File: src/rtl/egg_timer_pkg.sv
// egg_timer_pkg: controller state codes shared with the egg-timer controller,
// the internal decoded mode used by the datapath, and the BCD clamp helper.
package egg_timer_pkg;

    localparam int unsigned STATE_W = 4;
    localparam int unsigned BCD_W   = 8;

    // Controller state codes (zero-extended to STATE_W bits on the bus)
    localparam logic [STATE_W-1:0] ST_SET_SEC     = 4'd0;
    localparam logic [STATE_W-1:0] ST_SET_MIN     = 4'd1;
    localparam logic [STATE_W-1:0] ST_TIMER       = 4'd2;
    localparam logic [STATE_W-1:0] ST_READY       = 4'd3;
    localparam logic [STATE_W-1:0] ST_RESET       = 4'd4;
    localparam logic [STATE_W-1:0] ST_FLASH_ON    = 4'd5;
    localparam logic [STATE_W-1:0] ST_FLASH_OFF   = 4'd6;
    localparam logic [STATE_W-1:0] ST_SETTING_MIN = 4'd7;

    // What the datapath does with each controller state
    typedef enum logic [2:0] {
        MODE_RESET,
        MODE_SET_SEC,
        MODE_SET_MIN,
        MODE_READY,
        MODE_TIMER,
        MODE_FLASH
    } mode_t;

    // Unlisted codes (including anything with state[3]=1) behave as RESET
    function automatic mode_t decode_state(input logic [STATE_W-1:0] s);
        mode_t m;
        case (s)
            ST_SET_SEC:                  m = MODE_SET_SEC;
            ST_SET_MIN, ST_SETTING_MIN:  m = MODE_SET_MIN;
            ST_READY:                    m = MODE_READY;
            ST_TIMER:                    m = MODE_TIMER;
            ST_FLASH_ON, ST_FLASH_OFF:   m = MODE_FLASH;
            default:                     m = MODE_RESET;
        endcase
        return m;
    endfunction

    // Saturate a tens:ones BCD switch value: ones to 9, tens to tens_max
    function automatic logic [BCD_W-1:0] clamp_bcd(input logic [BCD_W-1:0] v,
                                                   input logic [3:0]       tens_max);
        logic [3:0] tens;
        logic [3:0] ones;
        tens = (v[7:4] > tens_max) ? tens_max : v[7:4];
        ones = (v[3:0] > 4'd9)     ? 4'd9     : v[3:0];
        return {tens, ones};
    endfunction

endpackage

File: src/rtl/bcd_digit_pair.sv
// bcd_digit_pair: two-digit BCD register with synchronous clear, load and
// single-step decrement. The tens digit wraps 0 -> TENS_MAX on a borrow.
// Ports:
//   clk        system clock
//   clear      synchronous clear to 00 (highest priority)
//   load       load load_val
//   load_val   BCD tens:ones value to load (already clamped by the caller)
//   dec        borrow-in: decrement by one this cycle
//   value      registered BCD tens:ones
//   borrow_c   borrow-out: dec while the pair reads 00 (pair wraps)
//   is_zero_c  pair currently reads 00
module bcd_digit_pair #(
    parameter int unsigned TENS_MAX = 5
) (
    input  logic       clk,
    input  logic       clear,
    input  logic       load,
    input  logic [7:0] load_val,
    input  logic       dec,
    output logic [7:0] value,
    output logic       borrow_c,
    output logic       is_zero_c
);

    always_comb begin
        is_zero_c = (value == 8'h00);
        borrow_c  = dec && is_zero_c;
    end

    always_ff @(posedge clk) begin
        if (clear) begin
            value <= 8'h00;
        end else if (load) begin
            value <= load_val;
        end else if (dec) begin
            if (value[3:0] == 4'd0) begin
                value[3:0] <= 4'd9;
                value[7:4] <= (value[7:4] == 4'd0) ? 4'(TENS_MAX) : value[7:4] - 4'd1;
            end else begin
                value[3:0] <= value[3:0] - 4'd1;
            end
        end
    end

endmodule

File: src/rtl/egg_timer_datapath.sv
// egg_timer_datapath: mm:ss time-keeping datapath for the egg timer. Loads
// minutes/seconds from switches in the set states, counts down in BCD in
// TIMER, raises a sticky done at 00:00 and blinks the display when flashing.
// Optional buzzer output when EGG_TIMER_BUZZER_EN is defined.
// Ports:
//   clk      system clock
//   reset    synchronous active-high reset
//   state    controller state code
//   sw       BCD set value, [7:4] tens, [3:0] ones
//   min_bcd  minutes, BCD
//   sec_bcd  seconds, BCD
//   done     sticky countdown-expired flag
//   blank    display blank request
//   buzzer   buzzer square wave (EGG_TIMER_BUZZER_EN only)
module egg_timer_datapath
    import egg_timer_pkg::*;
#(
    parameter int unsigned TICK_DIV  = 50_000_000,
    parameter int unsigned FLASH_DIV = 25_000_000
`ifdef EGG_TIMER_BUZZER_EN
    ,
    parameter int unsigned BUZZ_DIV  = 25_000
`endif
) (
    input  logic               clk,
    input  logic               reset,
    input  logic [STATE_W-1:0] state,
    input  logic [BCD_W-1:0]   sw,
    output logic [BCD_W-1:0]   min_bcd,
    output logic [BCD_W-1:0]   sec_bcd,
    output logic               done,
    output logic               blank
`ifdef EGG_TIMER_BUZZER_EN
    ,
    output logic               buzzer
`endif
);

    localparam int unsigned PRE_W = $clog2(TICK_DIV);
    localparam int unsigned BLK_W = $clog2(FLASH_DIV);

    mode_t            mode;
    logic [PRE_W-1:0] presc;
    logic [BLK_W-1:0] blink_cnt;
    logic             clear_c;
    logic             tick_c;
    logic             all_zero_c;
    logic             sec_dec_c;
    logic             lands_c;
    logic             sec_borrow;
    logic             sec_zero;
    logic             min_borrow;
    logic             min_zero;

    // Decode and countdown control
    always_comb begin
        mode       = decode_state(state);
        clear_c    = reset || (mode == MODE_RESET);
        tick_c     = (mode == MODE_TIMER) && (presc == PRE_W'(TICK_DIV - 1));
        all_zero_c = sec_zero && min_zero;
        sec_dec_c  = tick_c && !all_zero_c;
        lands_c    = sec_dec_c && min_zero && (sec_bcd == 8'h01);
    end

    bcd_digit_pair #(.TENS_MAX(5)) u_sec (
        .clk       (clk),
        .clear     (clear_c),
        .load      (mode == MODE_SET_SEC),
        .load_val  (clamp_bcd(sw, 4'd5)),
        .dec       (sec_dec_c),
        .value     (sec_bcd),
        .borrow_c  (sec_borrow),
        .is_zero_c (sec_zero)
    );

    bcd_digit_pair #(.TENS_MAX(9)) u_min (
        .clk       (clk),
        .clear     (clear_c),
        .load      (mode == MODE_SET_MIN),
        .load_val  (clamp_bcd(sw, 4'd9)),
        .dec       (sec_borrow),
        .value     (min_bcd),
        .borrow_c  (min_borrow),
        .is_zero_c (min_zero)
    );

    // Prescaler, done flag and blink generator
    always_ff @(posedge clk) begin
        if (clear_c) begin
            presc     <= '0;
            blink_cnt <= '0;
            done      <= 1'b0;
            blank     <= 1'b0;
        end else begin
            case (mode)
                MODE_READY: presc <= '0;
                MODE_TIMER: begin
                    presc <= tick_c ? '0 : presc + PRE_W'(1);
                    // A minute borrow-out would mean an underflow attempt: also expiry
                    if (all_zero_c || lands_c || min_borrow) begin
                        done <= 1'b1;
                    end
                end
                MODE_FLASH: begin
                    done <= 1'b1;
                    if (blink_cnt == BLK_W'(FLASH_DIV - 1)) begin
                        blink_cnt <= '0;
                        blank     <= ~blank;
                    end else begin
                        blink_cnt <= blink_cnt + BLK_W'(1);
                    end
                end
                default: ;
            endcase
            if (mode != MODE_FLASH) begin
                blank <= 1'b0;
            end
        end
    end

`ifdef EGG_TIMER_BUZZER_EN
    localparam int unsigned BZ_W = $clog2(BUZZ_DIV);

    logic [BZ_W-1:0] buzz_cnt;

    // Buzzer sounds only during the visible half of the flash
    always_ff @(posedge clk) begin
        if (clear_c || (mode != MODE_FLASH) || blank) begin
            buzz_cnt <= '0;
            buzzer   <= 1'b0;
        end else if (buzz_cnt == BZ_W'(BUZZ_DIV - 1)) begin
            buzz_cnt <= '0;
            buzzer   <= ~buzzer;
        end else begin
            buzz_cnt <= buzz_cnt + BZ_W'(1);
        end
    end
`endif

endmodule

File: config.mk
export PLATFORM = sky130hd
export DESIGN_NAME = egg_timer_datapath
export DESIGN_NICKNAME = d
export VERILOG_FILES = /design/src/rtl/egg_timer_pkg.sv /design/src/rtl/bcd_digit_pair.sv /design/src/rtl/egg_timer_datapath.sv
export SDC_FILE = /design/constraint.sdc
export NUM_CORES = 1
export LEC_CHECK = 0
export CELL_PAD_IN_SITES_DETAIL_PLACEMENT = 0
export CELL_PAD_IN_SITES_GLOBAL_PLACEMENT = 1
export CORE_ASPECT_RATIO = 0.5
export CORE_MARGIN = 5
export CORE_UTILIZATION = 43
export DETAILED_ROUTE_END_ITERATION = 10
export PLACE_DENSITY_LB_ADDON = 0.1
export SLEW_MARGIN = 10
export SYNTH_ARGS = -nofsm -noshare
export SYNTH_HDL_FRONTEND = slang
export SYNTH_SLANG_ARGS = --single-unit
File: constraint.sdc
create_clock -name clk -period 2.2 [get_ports clk]
set_input_delay 0.22 -clock clk [delete_from_list [all_inputs] [get_ports clk]]
set_output_delay 0.22 -clock clk [all_outputs]
set_load 0.05 [all_outputs]
==> impl_metrics.py <==
metrics = {
    "placed_design": {
        "place_congestion": 0.869,
        "port_buffers": 31,
        "hpwl_microns": 7280,
        "post_dp_cell_area_sq_um": 4410,
    },
    "power": {
        "power.density_nw_per_um2": 634,
        "leakagePower_nw": 1.68,
        "ir_drop_mv": 0.369,
    },
    "synthesis": {
        "seq_area_frac_synth": 0.381,
        "synth_area_per_cell_sq_um": 7.92,
        "synth_top_area_cell": "dfxtp_1",
        "syn_nets": 473,
        "async_flop_share": 0,
        "synth-seq-cells": 69,
        "synthTopCellsByArea": "dfxtp_1, nor2_1, xnor2_1",
        "synth_edf_count": 0,
        "synth.distinct_cells": 51,
        "synth_top_flop_cell": "dfxtp_1",
        "synth_cells": 457,
        "ys.warnings.count": 0,
        "synth_top_area_frac": 0.381,
        "netlist_area_sq_um": 3620,
    },
    "worst_setup_path": {
        "cp-startpoint": "state[1]",
        "crit_fanout": 3,
        "r2r_start": "u_min.value[5]",
        "r2r_slack_ps": 160,
        "critPathLaunchType": "primary input",
        "required_ps": 2410,
        "arrival_ps": 2330,
        "endpoint_kind": "flip-flop",
        "rr_worst_depth": 7,
        "r2r_end": "u_sec.value[3]",
        "crit_type": "in2reg",
    },
    "cts": {
        "cts_num_sinks": 69,
        "postCtsSetupBuffers": 0,
        "worstSkewPairLatency_ps": 330,
        "cts_root_buffer": "clkbuf_16",
        "cts_max_path_buffers": 2,
        "clk_pin_slew_worst_paths_ps": 60,
        "cts_buffers": 9,
        "htreeDepth": 3,
        "post_cts_resized": 0,
        "cts_tree": "done",
        "ctsHoldBuffers": 0,
    },
    "timing": {
        "fin_worst_skew_ps": 6.74,
        "slew_violations": 0,
        "timing.fmax_mhz": 472,
        "worstMarginPinSlew_ps": 608,
        "max_slew_margin": 0.591,
        "period_minus_slack_ps": 2120,
        "rsz0062_at_grt": "yes",
        "setup_viol": 0,
        "finalCritPeriodShare": 0.963,
        "tns_ps": 0,
        "hold_viol_final": 0,
    },
    "grt": {
        "grtUsageTotal": 0.200,
        "gr-total-overflow": 0,
        "antenna_found_initial": 0,
        "grt_pass1_vias": 3520,
        "grt_max_degree": 25,
        "grt_pass1_wl_microns": 16900,
    },
    "die": {
        "die_w_microns": 140,
        "io_pins": 32,
        "rows": 23,
        "fp.dieArea_sq_um": 10500,
        "core_area_sq_um": 8090,
        "start_util": 0.448,
        "fp.dieH_microns": 74.9,
    },
    "run_status": {
        "status": "complete, no violations",
    },
    "hold_path": {
        "min_path_type": "reg2reg",
        "min_delay_path_depth": 1,
        "hold_path_startpoint": "presc[25]",
        "whs_endpoint": "presc[25]",
    },
    "detailed_routing": {
        "num_vias": 3671,
        "dr.pass1.iters": 4,
        "avgViaCountPerCell": 5.67,
        "routed_wirelength_microns": 9900,
        "wl_per_cell_microns": 15.3,
        "drt_iter0_drc": 199,
        "drc_errors": 0,
        "drt.antenna.violating_nets": 0,
    },
    "finish": {
        "n_antenna_cell": 0,
        "layout_common_cells": "dfxtp_1, nor2_1, buf_4, nand2_1, clkdlybuf4s50_1",
        "layout.nets": 548,
        "fillers": 718,
        "final_util": 0.589,
        "stdcell_area_sq_um": 4760,
        "syn_to_final_growth_pct": 31.5,
        "final_common_cell": "dfxtp_1",
        "layout-drive-gt1-share": 0.153,
    },
    "run": {
        "cap_viol_max_count": 0,
    },
}
==> synth_stat cells, types with 2 or more instances <==
library cell	number
a21oi_1	29
o21ai_0	25
nor2_1	55
nand3b_1	2
ha_1	2
nand4_1	17
mux2i_1	3
and4_1	4
o41ai_1	2
and2_1	5
or3_1	8
a31oi_1	15
xnor2_1	17
o32ai_1	3
nand2b_1	5
o31ai_1	5
nor3_1	21
a211oi_1	2
xor2_1	14
and3_1	19
nor4b_1	5
nand2_1	36
o22ai_1	3
nor4_1	9
nor2b_1	4
buf_2	3
or2_2	3
clkbuf_1	15
inv_1	13
dfxtp_1	69
nor4_4	2
nand3_1	23
==> final cells by class <==
| type | count | area (sq um) | area share |
|---|---|---|---|
| clock buffers | 11 | 243 | 0.0510 |
| clock inverters | 4 | 72.6 | 0.0152 |
| well taps | 112 | 140 | 0.0294 |
| repair buffers | 84 | 733 | 0.154 |
| flip-flops and latches | 69 | 1380 | 0.290 |
| inverters | 13 | 48.8 | 0.0102 |
| multi-input cells | 355 | 2140 | 0.450 |
==> per-stage QoR <==
step           worst slack [ps]  instances  hold slack (ps)  power (mW)
5_1_grt                    1.27        648              480        3.12
4_1_cts                    20.8        648              469        3.05
3_3_place_gp               -229        633              442        1.49
3_5_place_dp               -302        633              456        1.49
6_report                   80.7        648              474        3.02
2_1_floorplan               165        457              335        1.38
==> power breakdown <==
| group | switching [mW] | leakage, nW | internal [mW] |
|---|---|---|---|
| Sequential | 0.00598 | 0.556 | 1.25 |
| Clock | 0.532 | 0.152 | 1.01 |
| Combinational | 0.120 | 0.968 | 0.0905 |
==> worst max-delay path: stages <==
cell and delay (ps):
clkdlybuf4s50_1 490, or3b_4 430, nor4_4 270, nand4_2 140, or4_4 520, mux2i_1 170
o32ai_1 90
==> flip-flops by register name, indices dropped and copies added, names as in the netlist <==
| register | flops |
|---|---|
| blank | 1 |
| blink_cnt | 25 |
| done | 1 |
| presc | 26 |
| u_min.value | 8 |
| u_sec.value | 8 |
==> routing by layer <==
layer	track usage	wire length (microns)	vias up
li1	-	-	1824
met1	0.261	4790	1722
met2	0.322	4300	106
met3	0.0571	619	19
met4	0.0752	196	0
met5	0	0	-
==> worst max-delay path by stage <==
| stage | end | slack, ps | cells past startpoint |
|---|---|---|---|
| finish | u_min.value[1] | 80 | 7 |
| global route | u_min.value[3] | 1 | 8 |
| CTS | u_min.value[3] | 20 | 8 |
| detailed placement | u_min.value[3] | -300 | 8 |
| global placement | u_min.value[3] | -230 | 8 |
| floorplan | u_min.value[5] | 170 | 6 |
==> cells by family after synthesis <==
kind of cell	synth area share
adder cells (fa/ha/maj)	0.00691
multiplexers	0.00829
buffers and inverters	0.0373
XOR/XNOR	0.0750
flip-flops	0.381
AND/OR/NAND/NOR	0.331
AO/OA/AOI/OAI	0.160
Power figures use the tool's default switching activity.
